==> config.mk <==
export PLATFORM = sky130hd
export DESIGN_NAME = handshake_fifo
export DESIGN_NICKNAME = d
export VERILOG_FILES = /design/src/rtl/handshake_fifo.sv
export SDC_FILE = /design/constraint.sdc
export NUM_CORES = 1
export LEC_CHECK = 0
export BUFFER_PORTS_ARGS = -buffer_cell sky130_fd_sc_hd__buf_4
export CAP_MARGIN = 0
export CORE_AREA = 10 10 98 79
export CTS_CLUSTER_DIAMETER = 80
export DETAILED_ROUTE_END_ITERATION = 10
export DIE_AREA = 0 0 108 89
export SYNTH_ARGS = -nofsm -noshare
export SYNTH_HDL_FRONTEND = slang
export SYNTH_SLANG_ARGS = --single-unit
==> constraint.sdc <==
create_clock -name clk -period 9.7 [get_ports clk]
set_clock_uncertainty 0.15 [all_clocks]
set_input_delay 1.94 -clock clk [delete_from_list [all_inputs] [get_ports clk]]
set_output_delay 1.94 -clock clk [all_outputs]
set_load 0.005 [all_outputs]
==> src/rtl/handshake_fifo.sv <==
// Valid/ready elastic buffer with occupancy reporting and synchronous flush.
// Define HANDSHAKE_FIFO_BYPASS_EN to enable the zero-latency empty-buffer bypass.
module handshake_fifo #(
  parameter int DATA_W = 8,
  parameter int DEPTH  = 4
) (
  input  logic                       clk,
  input  logic                       rst_n,
  input  logic                       valid_i,
  input  logic [DATA_W-1:0]          data_i,
  output logic                       ready_o,
  output logic                       valid_o,
  output logic [DATA_W-1:0]          data_o,
  input  logic                       ready_i,
  input  logic                       flush_i,
  output logic [$clog2(DEPTH):0]     count_o,
  output logic                       full_o,
  output logic                       empty_o
);

  localparam int AW = $clog2(DEPTH);
  localparam int PW = AW + 1;

  logic [DATA_W-1:0] r_mem [DEPTH];
  logic [PW-1:0]     r_wrPtr;
  logic [PW-1:0]     r_rdPtr;
  logic              r_ready;

  logic              w_empty;
  logic              w_full;
  logic              w_bypass;
  logic              w_push;
  logic              w_pop;
  logic [PW-1:0]     w_wrPtrNext;
  logic [PW-1:0]     w_rdPtrNext;
  logic [PW-1:0]     w_countNext;
  logic [DATA_W-1:0] w_rdData;

  assign w_empty = (r_wrPtr == r_rdPtr);
  assign w_full  = (r_wrPtr[AW-1:0] == r_rdPtr[AW-1:0]) && (r_wrPtr[AW] != r_rdPtr[AW]);

`ifdef HANDSHAKE_FIFO_BYPASS_EN
  // r_ready guards the cycle right after reset, when the word could not be accepted.
  assign w_bypass = w_empty && !flush_i && valid_i && ready_i && r_ready;
`else
  assign w_bypass = 1'b0;
`endif

  assign ready_o = r_ready && !flush_i;
  assign valid_o = !flush_i && (!w_empty || w_bypass);

  // A bypassed word is both pushed and popped without touching storage.
  assign w_push = valid_i && ready_o && !w_bypass;
  assign w_pop  = valid_o && ready_i && !w_bypass;

  assign w_wrPtrNext = r_wrPtr + PW'(w_push);
  assign w_rdPtrNext = flush_i ? r_wrPtr : (r_rdPtr + PW'(w_pop));
  assign w_countNext = w_wrPtrNext - w_rdPtrNext;

  assign w_rdData = r_mem[r_rdPtr[AW-1:0]];
  assign data_o   = !valid_o ? '0 : (w_bypass ? data_i : w_rdData);

  assign count_o = r_wrPtr - r_rdPtr;
  assign full_o  = w_full;
  assign empty_o = w_empty;

  always_ff @(posedge clk or negedge rst_n) begin
    if (!rst_n) begin
      r_wrPtr <= '0;
      r_rdPtr <= '0;
      r_ready <= 1'b0;
    end else begin
      r_wrPtr <= w_wrPtrNext;
      r_rdPtr <= w_rdPtrNext;
      r_ready <= (w_countNext != PW'(DEPTH));
    end
  end

  // Storage is deliberately not reset; data_o masking hides stale entries.
  always_ff @(posedge clk) begin
    if (w_push) begin
      r_mem[r_wrPtr[AW-1:0]] <= data_i;
    end
  end

endmodule

==> impl_metrics.yaml, run 1 <==
route:
  via_count: 864
  first_pass_iters: 4
  met2_length_um: 1550
  via_per_inst: 4.08
  wl_um: 3050
  drc: 0
  drt_iter0_drc: 25
  wire_per_inst_um: 14.4
  wl_met3_um: 218
  drt-met1-wl_um: 1220
  ant_nets: 0
  top_layer_used: "met4"
logic_synthesis:
  syn-instance-count: 100
  synth_xor_area_frac: 0.0310
  syn_area_sq_um: 1700
  synth_mux_area_frac: 0.119
  synth_top_family_by_area: "multiplexers"
  synth_fa_ha_area_frac: 0.0708
  synth_warnings: 0
  syn_avg_cell_area_sq_um: 17.0
  synth-compound-area-share: 0.00295
  synth_cell_types: 21
  ys_ff_latch: 39
  yosysSeqAreaShare: 0.670
  synth-simple-area-share: 0.0767
  synth.net_count: 122
global_route:
  antenna_found_initial: 0
  grt_pass1_vias: 911
  grt_start_max_net_pins: 11
  gr-total-overflow: 0
  grt_pass1_wl_um: 4870
  grtUsageTotal: 0.0697
finish:
  seq_area_sq_um: 1140
  nNetsFinal: 154
  diodes: 0
  mostFrequentLayoutCells: "edfxtp_1, buf_4, nor2b_1"
  fill_cells: 576
  multi_input_area_sq_um: 510
  drive_above_1_share: 0.336
  final-instance-count-excl-fill: 212
  final_common_cell: "edfxtp_1"
  area_delta_synth_final_pct: 21.5
floorplanning:
  dieArea_sq_um: 9610
  io_pins: 28
  fp-row-count: 25
  fp.coreArea_sq_um: 5970
  initial_core_util: 0.284
  fp.dieH_um: 89
  fp.dieW_um: 108
pwr:
  ir_worst_vdd_v: 0.0000891
  p_per_area_nw_per_um2: 279
  power.leakage_uw: 0.000786
worst_setup_path:
  critical_path.endpoint_type: "primary output"
  critPathLaunch: "flush_i"
  r2r-start: "r_rdPtr[1]"
  cp.arrival_ns: 2.86
  worstPathMaxFanout: 10
  critPathKind: "input pin to primary output"
  critPathRequiredTime_ns: 7.61
  setup.worst_path.start_class: "input pin"
timing:
  finalCriticalPeriod_ns: 4.95
  hold_ws_ns: 0.406
  setup_viol_count_final: 0
  setup_tns_ns: 0
  finalHoldViolCount: 0
  fmax_mhz: 202
  drv_slew: 0
  tightest_slew_ns: 0.786
  final.period_utilization: 0.510
  rsz0062_at_grt: "false"
  slew_headroom: 0.474
placed_design:
  placed_cells: 206
  portBuffers: 27
  hpwl_um: 2290
  place.gp.congestion: 0.713
hold_path:
  hp-start: "r_wrPtr[2]"
  hold_path_class: "register to register"
cts:
  h-tree-depth: 2
  clkLatencyLatePin_ns: 0.27
  cts_setup_buffers: 0
  root_buffer: "clkbuf_8"
  post_cts_resized: 0
  cts_buffers: 5
  clockBufferDepth: 2
  postCtsHoldBufs: 0
  path_clk_slew_ns: 0.06
  cts_num_sinks: 39
  cts_tree: "built"
outcome:
  outcome: "finished, final reports clean"
run:
  cap_violations: 0
[worst max-delay path: stages]
cell and delay, ns:
buf_4 0.13, or2_0 0.45, nor2b_1 0.20, buf_4 0.13
[sequential cells by signal (all words and copies together), names as in the netlist]
signal,flops
r_mem,32
r_rdPtr,3
r_ready,1
r_wrPtr,3
[path summary, 6_finish.rpt]
path / end / slack, ns / cells past startpoint
hold / removal: r_wrPtr[2] / 0.41 / 1
setup reg to reg: r_ready / 6.14 / 15
hold reg to reg: r_wrPtr[2] / 0.41 / 1
setup / recovery: data_o[2] / 4.75 / 4
min in group asynchronous: r_ready / 1.31 / 1
max in group asynchronous: r_rdPtr[1] / 7.98 / 1
[synth_stat cells, drive strengths merged]
master / n / share of area
and2: 1 / 0.0037
xor2: 2 / 0.010
mux4: 8 / 0.11
mux2: 2 / 0.013
buf: 2 / 0.0096
ha: 8 / 0.059
or2: 1 / 0.0037
nor3b: 1 / 0.0044
clkbuf: 1 / 0.0022
fa: 1 / 0.012
nand2: 4 / 0.0088
dfrtp: 7 / 0.10
nor2: 5 / 0.011
o21ai: 1 / 0.0029
edfxtp: 32 / 0.57
xnor2: 4 / 0.021
nand3: 1 / 0.0029
nor2b: 11 / 0.042
inv: 8 / 0.018
[where the power goes]
group | total, uW | internal [uW] | switching, uW
Sequential | 244 | 210 | 34.2
Clock | 94.3 | 47.8 | 46.5
Combinational | 237 | 140 | 97.0
Total | 576 | 398 | 178
[layer usage]
layer | vias up | GRT usage
met2 | 26 | 0.114
li1 | 424 | -
met1 | 408 | 0.0742
met5 | - | 0
met3 | 6 | 0.0281
met4 | 0 | 0.0436
[stage by stage]
stage	setup slack, ns	cell area [sq um]	utilization	total power (uW)
6_report	4.75	2060	0.345	576
5_1_grt	4.64	2060	0.345	624
4_1_cts	4.69	2060	0.345	593
3_5_place_dp	4.71	1990	0.333	496
3_3_place_gp	4.75	1990	0.333	491
2_1_floorplan	5.19	1700	-	391
[cells by family (layout without fill, tap and decap cells)]
kind of cell               after synthesis  in the layout
muxes                                   10             10
AOI/OAI and AO/OA                        1              1
and+or+nand+nor                         24             24
xor gates and xnor gates                 6              6
DFF                                     39             39
adders and majority gates                9              9
buffers and inverters                   11             42
[final cells by class]
cell class / count / share of cell area
Sequential cell: 39 / 0.551
Timing Repair Buffer: 28 / 0.102
Clock buffer: 6 / 0.0352
Multi-Input combinational cell: 50 / 0.248
Tap cell: 81 / 0.0492
Inverter: 8 / 0.0146
Power figures use the tool's default switching activity.
==> run 2: changes to the inputs <==
Settings changed: ABC_AREA set to 1, CORE_AREA 10 10 98 79 to 10 10 101 81, DIE_AREA 0 0 108 89 to 0 0 111 91.
Clock period 9.7 ns to 4.7 ns, I/O delays scaled along.
==> run 2 against run 1 <==
Compared with the run above:
- combinational power rose by 150%
- worst hold slack got worse by 0.11 ns
- via count rose by 39%
- critical path type is now register to register
- largest power group is now combinational logic
==> impl_metrics.yaml, run 2 <==
logic_synthesis:
  synth-edff-count: 32
  synth_area_leaders: "edfxtp_1, dfrtp_1, nor2_1"
  synth_common_cells: "nor2_1, edfxtp_1, nand2_1, inv_1, o21ai_0"
  synth_flop_cell: "edfxtp_1"
  synth_top_cell_by_area: "edfxtp_1"
  synthArstFlopShare: 0.179
  yosysTopAreaCellShare: 0.532
  synth.net_count: 195
  synth_cell_types: 19
  syn-instance-count: 173
  yosysMostFrequentCell: "nor2_1"
  syn_area_sq_um: 1810
  synth_warnings: 0
  syn_avg_cell_area_sq_um: 10.4
  ys_ff_latch: 39
  yosysSeqAreaShare: 0.629
worst_setup_path:
  worstPathMaxFanout: 10
  critPathSlowestCell: "dfrtp_1"
  reg2reg_depth: 17
  critPathRequiredTime_ns: 4.74
  cp_common_cell: "nand2_1"
  cp.arrival_ns: 3.68
  reg2reg_to: "r_ready"
  critPathKind: "register to register"
  r2r-start: "r_rdPtr[1]"
  setup.worst_path.start_class: "register"
  slowest_delay_ns: 0.54
  critical_path.endpoint_type: "register"
  reg2reg_slack_ns: 1.06
  crit_chain: "clkinv_1, ha_1, nand2_1, o21ai_4, nor2_1, ha_1, ha_1, inv_1, o21ai_0, inv_1, ha_1, a21oi_1, nand2_1, nand2_1, nand2_1, nand2_1, nand2_1"
  critPathLaunch: "r_rdPtr[1]"
cts:
  cts_buffers: 5
  cts_tree: "built"
  h-tree-depth: 2
  clkLatencyLatePin_ns: 0.29
  path_clk_slew_ns: 0.08
  root_buffer: "clkbuf_8"
  cts_num_sinks: 39
  postCtsHoldBufs: 0
  post_cts_resized: 0
  clockBufferDepth: 2
  cts_setup_buffers: 0
run:
  cap_violations: 0
global_route:
  antenna_found_initial: 0
  grtUsageTotal: 0.0805
  gr-total-overflow: 0
  grt_pass1_vias: 1256
  grt_pass1_wl_um: 6440
  grt_start_max_net_pins: 20
timing:
  finalCriticalPeriod_ns: 3.64
  tightest_slew_ns: 0.829
  final.period_utilization: 0.774
  rsz0062_at_grt: "false"
  slew_headroom: 0.443
  finalHoldViolCount: 0
  setup_tns_ns: 0
  drv_slew: 0
  fmax_mhz: 275
  setup_viol_count_final: 0
floorplanning:
  dieArea_sq_um: 10100
  fp.coreArea_sq_um: 6160
  fp.dieH_um: 91
  io_pins: 28
  fp.dieW_um: 111
  fp-row-count: 25
  initial_core_util: 0.293
pwr:
  p_per_area_nw_per_um2: 593
  power.leakage_uw: 0.000932
  ir_worst_vdd_v: 0.000188
  total_power_uw: 1300
route:
  wl_um: 3850
  drc: 0
  drt_iter0_drc: 60
  via_per_inst: 4.15
  first_pass_iters: 4
  wire_per_inst_um: 13.3
  via_count: 1200
  ant_nets: 0
finish:
  area_delta_synth_final_pct: 21.6
  final_common_cell: "nor2_1"
  multi_input_area_sq_um: 563
  seq_area_sq_um: 1140
  largest_reg_flops: 32
  fill_cells: 599
  diodes: 0
  drive_above_1_share: 0.188
  final_util: 0.356
  mostFrequentLayoutCells: "nor2_1, edfxtp_1, buf_4"
  final_area_sq_um: 2200
  nNetsFinal: 229
placed_design:
  place_area_sq_um: 2120
  portBuffers: 27
  hpwl_um: 2900
  place.gp.congestion: 0.763
outcome:
  outcome: "finished, final reports clean"
hold_path:
  hold_path_class: "input pin to asynchronous set/reset pin"
## run 2: changes by cell type in the layout (fill, tap and decap cells not counted), sizes merged, moves of 4 or more
| cell | before | now |
|---|---|---|
| a21oi | 0 | 9 |
| inv | 8 | 21 |
| mux4 | 8 | 0 |
| nor2b | 11 | 0 |
| nor3 | 0 | 4 |
| o21ai | 1 | 19 |
| nand2 | 4 | 27 |
| nor2 | 5 | 36 |
## run 2: layout make-up
class / instances / area share
Clock buffer: 6 / 0.0330
Clock inverter: 2 / 0.00342
Inverter: 22 / 0.0376
Multi-Input combinational cell: 108 / 0.256
Sequential cell: 39 / 0.517
Tap cell: 81 / 0.0462
Timing Repair Buffer: 31 / 0.106
## run 2: per-stage QoR
stage | std cells | setup WS [ns] | hold slack (ns)
finish | 289 | 1.06 | 0.295
global route | 289 | 0.725 | 0.287
CTS | 289 | 1.03 | 0.292
detailed placement | 281 | 1.05 | 0.438
global placement | 281 | 1.17 | 0.424
floorplan | 173 | 1.64 | 0.395
## run 2: routing by layer
metal,up-vias,share of wire,GRT usage,wire length (um)
li1,635,-,-,-
met5,-,0,0,0
met1,535,0.51,0.106,1970
met3,8,0.030,0.0210,116
met4,0,0.022,0.0455,85
met2,22,0.44,0.117,1680
## run 2: where the power goes
group	switching (uW)	internal (uW)	total (uW)
combinational	323	268	591
clock	107	101	208
sequential	71.9	431	503
total	502	801	1300
## run 2: kinds of logic after synthesis
logic type | synth area share
AO/OA/AOI/OAI | 0.0839
XOR/XNOR | 0.0139
adder cells (fa/ha/maj) | 0.0665
buffers and inverters | 0.0589
flip-flops | 0.629
AND/OR/NAND/NOR | 0.148
## run 2: critical path, delay by kind of cell (launching register included)
kind	cells	cell delay, ns
AND/OR/NAND/NOR	7	0.48
adder cells (fa/ha/maj)	4	1.16
AO/OA/AOI/OAI	3	0.72
buffers and inverters	3	0.48
flip-flops	1	0.54
## run 2: worst max-delay path by stage
stage / to / depth (start not counted)
3_3_place_gp: r_ready / 17
5_1_grt: r_ready / 17
4_1_cts: r_ready / 17
2_1_floorplan: r_ready / 18
3_5_place_dp: r_ready / 17
6_report: r_ready / 17
==> run 3: changes to the inputs <==
Clock period 4.7 ns to 3.8 ns, I/O delays scaled along.
==> run 3 against run 2 <==
Compared with the run above:
- first-iteration DRC count fell by 35%
- wire length rose by 1.3%
- via count rose by 2.8%
- die area did not move
- setup slack got worse by 0.54 ns
- critical path type unchanged
- final cell count rose by 0.69%
==> impl_metrics.yaml, run 3 (synthesis gave the netlist of run 2 again) <==
cts:
  root_buffer: "clkbuf_8"
  path_clk_slew_ns: 0.07
  clockBufferDepth: 2
  clkLatencyLatePin_ns: 0.28
  cts_num_sinks: 39
  cts_setup_buffers: 0
  cts_buffers: 5
  cts_tree: "built"
  h-tree-depth: 2
  post_cts_resized: 0
  postCtsHoldBufs: 0
placed_design:
  portBuffers: 27
  place_worst_setup_slack_ns: 0.545
  place.gp.congestion: 0.742
  hpwl_um: 2880
worst_setup_path:
  critical_path.endpoint_type: "register"
  worstPathMaxFanout: 10
  setup.worst_path.start_class: "register"
  critPathKind: "register to register"
  critPathRequiredTime_ns: 3.83
  cp.arrival_ns: 3.30
pwr:
  p_int_uw: 1010
  p_clk_frac: 0.158
  p_sw_uw: 633
  power.leakage_uw: 0.000947
  p_sw_frac: 0.386
  p_per_area_nw_per_um2: 740
  ir_worst_vdd_v: 0.000217
  combPwrFrac: 0.479
  p_seq_frac: 0.363
run:
  cap_violations: 0
finish:
  multi_input_area_sq_um: 563
  drive_above_1_share: 0.205
  final_util: 0.360
  seq_area_sq_um: 1140
  diodes: 0
  fill_cells: 616
  final_common_cell: "nor2_1"
  area_delta_synth_final_pct: 22.7
  largest_reg_flops: 32
  mostFrequentLayoutCells: "nor2_1, buf_4, edfxtp_1"
  nNetsFinal: 232
route:
  first_pass_iters: 4
  ant_nets: 0
  wire_per_inst_um: 13.4
  via_per_inst: 4.24
  wl_um: 3900
  via_count: 1233
  drc: 0
  drt_iter0_drc: 39
global_route:
  gr-total-overflow: 0
  grt_pass1_wl_um: 6500
  grt_start_max_net_pins: 19
  grt_pass1_vias: 1294
  grtUsageTotal: 0.0802
  antenna_found_initial: 0
timing:
  timing.final.ws_setup_ns: 0.523
  fmax_mhz: 305
  tightest_slew_ns: 0.772
  final.period_utilization: 0.862
  setup_tns_ns: 0
  slew_headroom: 0.481
  finalCriticalPeriod_ns: 3.28
  rsz0062_at_grt: "false"
  drv_slew: 0
  hold_ws_ns: 0.127
  setup_viol_count_final: 0
  finalHoldViolCount: 0
hold_path:
  hold_path_class: "input pin to asynchronous set/reset pin"
floorplanning:
  dieArea_sq_um: 10100
  fp.coreArea_sq_um: 6160
  fp.dieH_um: 91
  io_pins: 28
  fp.dieW_um: 111
  initial_core_util: 0.293
  fp-row-count: 25
outcome:
  outcome: "finished, final reports clean"
[run 3: area by class of cell]
| cell class | instances | share of cell area |
|---|---|---|
| Clock inverter | 2 | 0.00395 |
| Sequential cell | 39 | 0.513 |
| Tap cell | 81 | 0.0457 |
| Inverter | 22 | 0.0373 |
| Timing Repair Buffer | 34 | 0.115 |
| Multi-Input combinational cell | 108 | 0.254 |
| Clock buffer | 5 | 0.0311 |
[run 3: power by group through the flow]
stage	Clock [uW]	Sequential (uW)	Combinational [uW]
after floorplan	0	581	490
after global placement	0	602	797
after detailed placement	0	605	804
after CTS	265	596	808
after global routing	284	606	924
final	258	596	786
[run 3: per-layer routing]
layer / GRT usage / wire (um)
met2: 0.123 / 1730
met5: 0 / 0
met4: 0.0357 / 60
met1: 0.104 / 1990
met3: 0.0204 / 117
[run 3: through the flow]
stage	power (uW)	instance area, sq um	std cells
final	1640	2220	291
after global routing	1810	2220	291
after CTS	1670	2220	291
after detailed placement	1410	2140	284
after global placement	1400	2140	284
after floorplan	1070	1810	173
[run 3: critical path: stages (launching register included)]
cell      delay (ns)
dfrtp_1         0.57
clkinv_1        0.11
buf_4           0.19
ha_1            0.28
nand2_1         0.11
o21ai_4         0.17
nor2_1          0.05
ha_1            0.17
ha_1            0.27
inv_1           0.03
o21ai_0         0.21
inv_1           0.08
ha_1            0.31
a21oi_1         0.16
nand2_1         0.09
nand2_1         0.07
nand2_1         0.05
nand2_1         0.06
nand2_1         0.04
[run 3: final timing paths]
path | startpoint | depth (start not counted) | slack (ns) | end
hold reg to reg | r_wrPtr[0] | 1 | 0.45 | r_wrPtr[0]
setup reg to reg | r_rdPtr[1] | 18 | 0.52 | r_ready
setup / recovery | r_rdPtr[1] | 18 | 0.52 | r_ready
min in group clk | r_wrPtr[0] | 1 | 0.45 | r_wrPtr[0]
max in group asynchronous | rst_n | 1 | 3.25 | r_rdPtr[0]
hold / removal | rst_n | 1 | 0.13 | r_rdPtr[1]
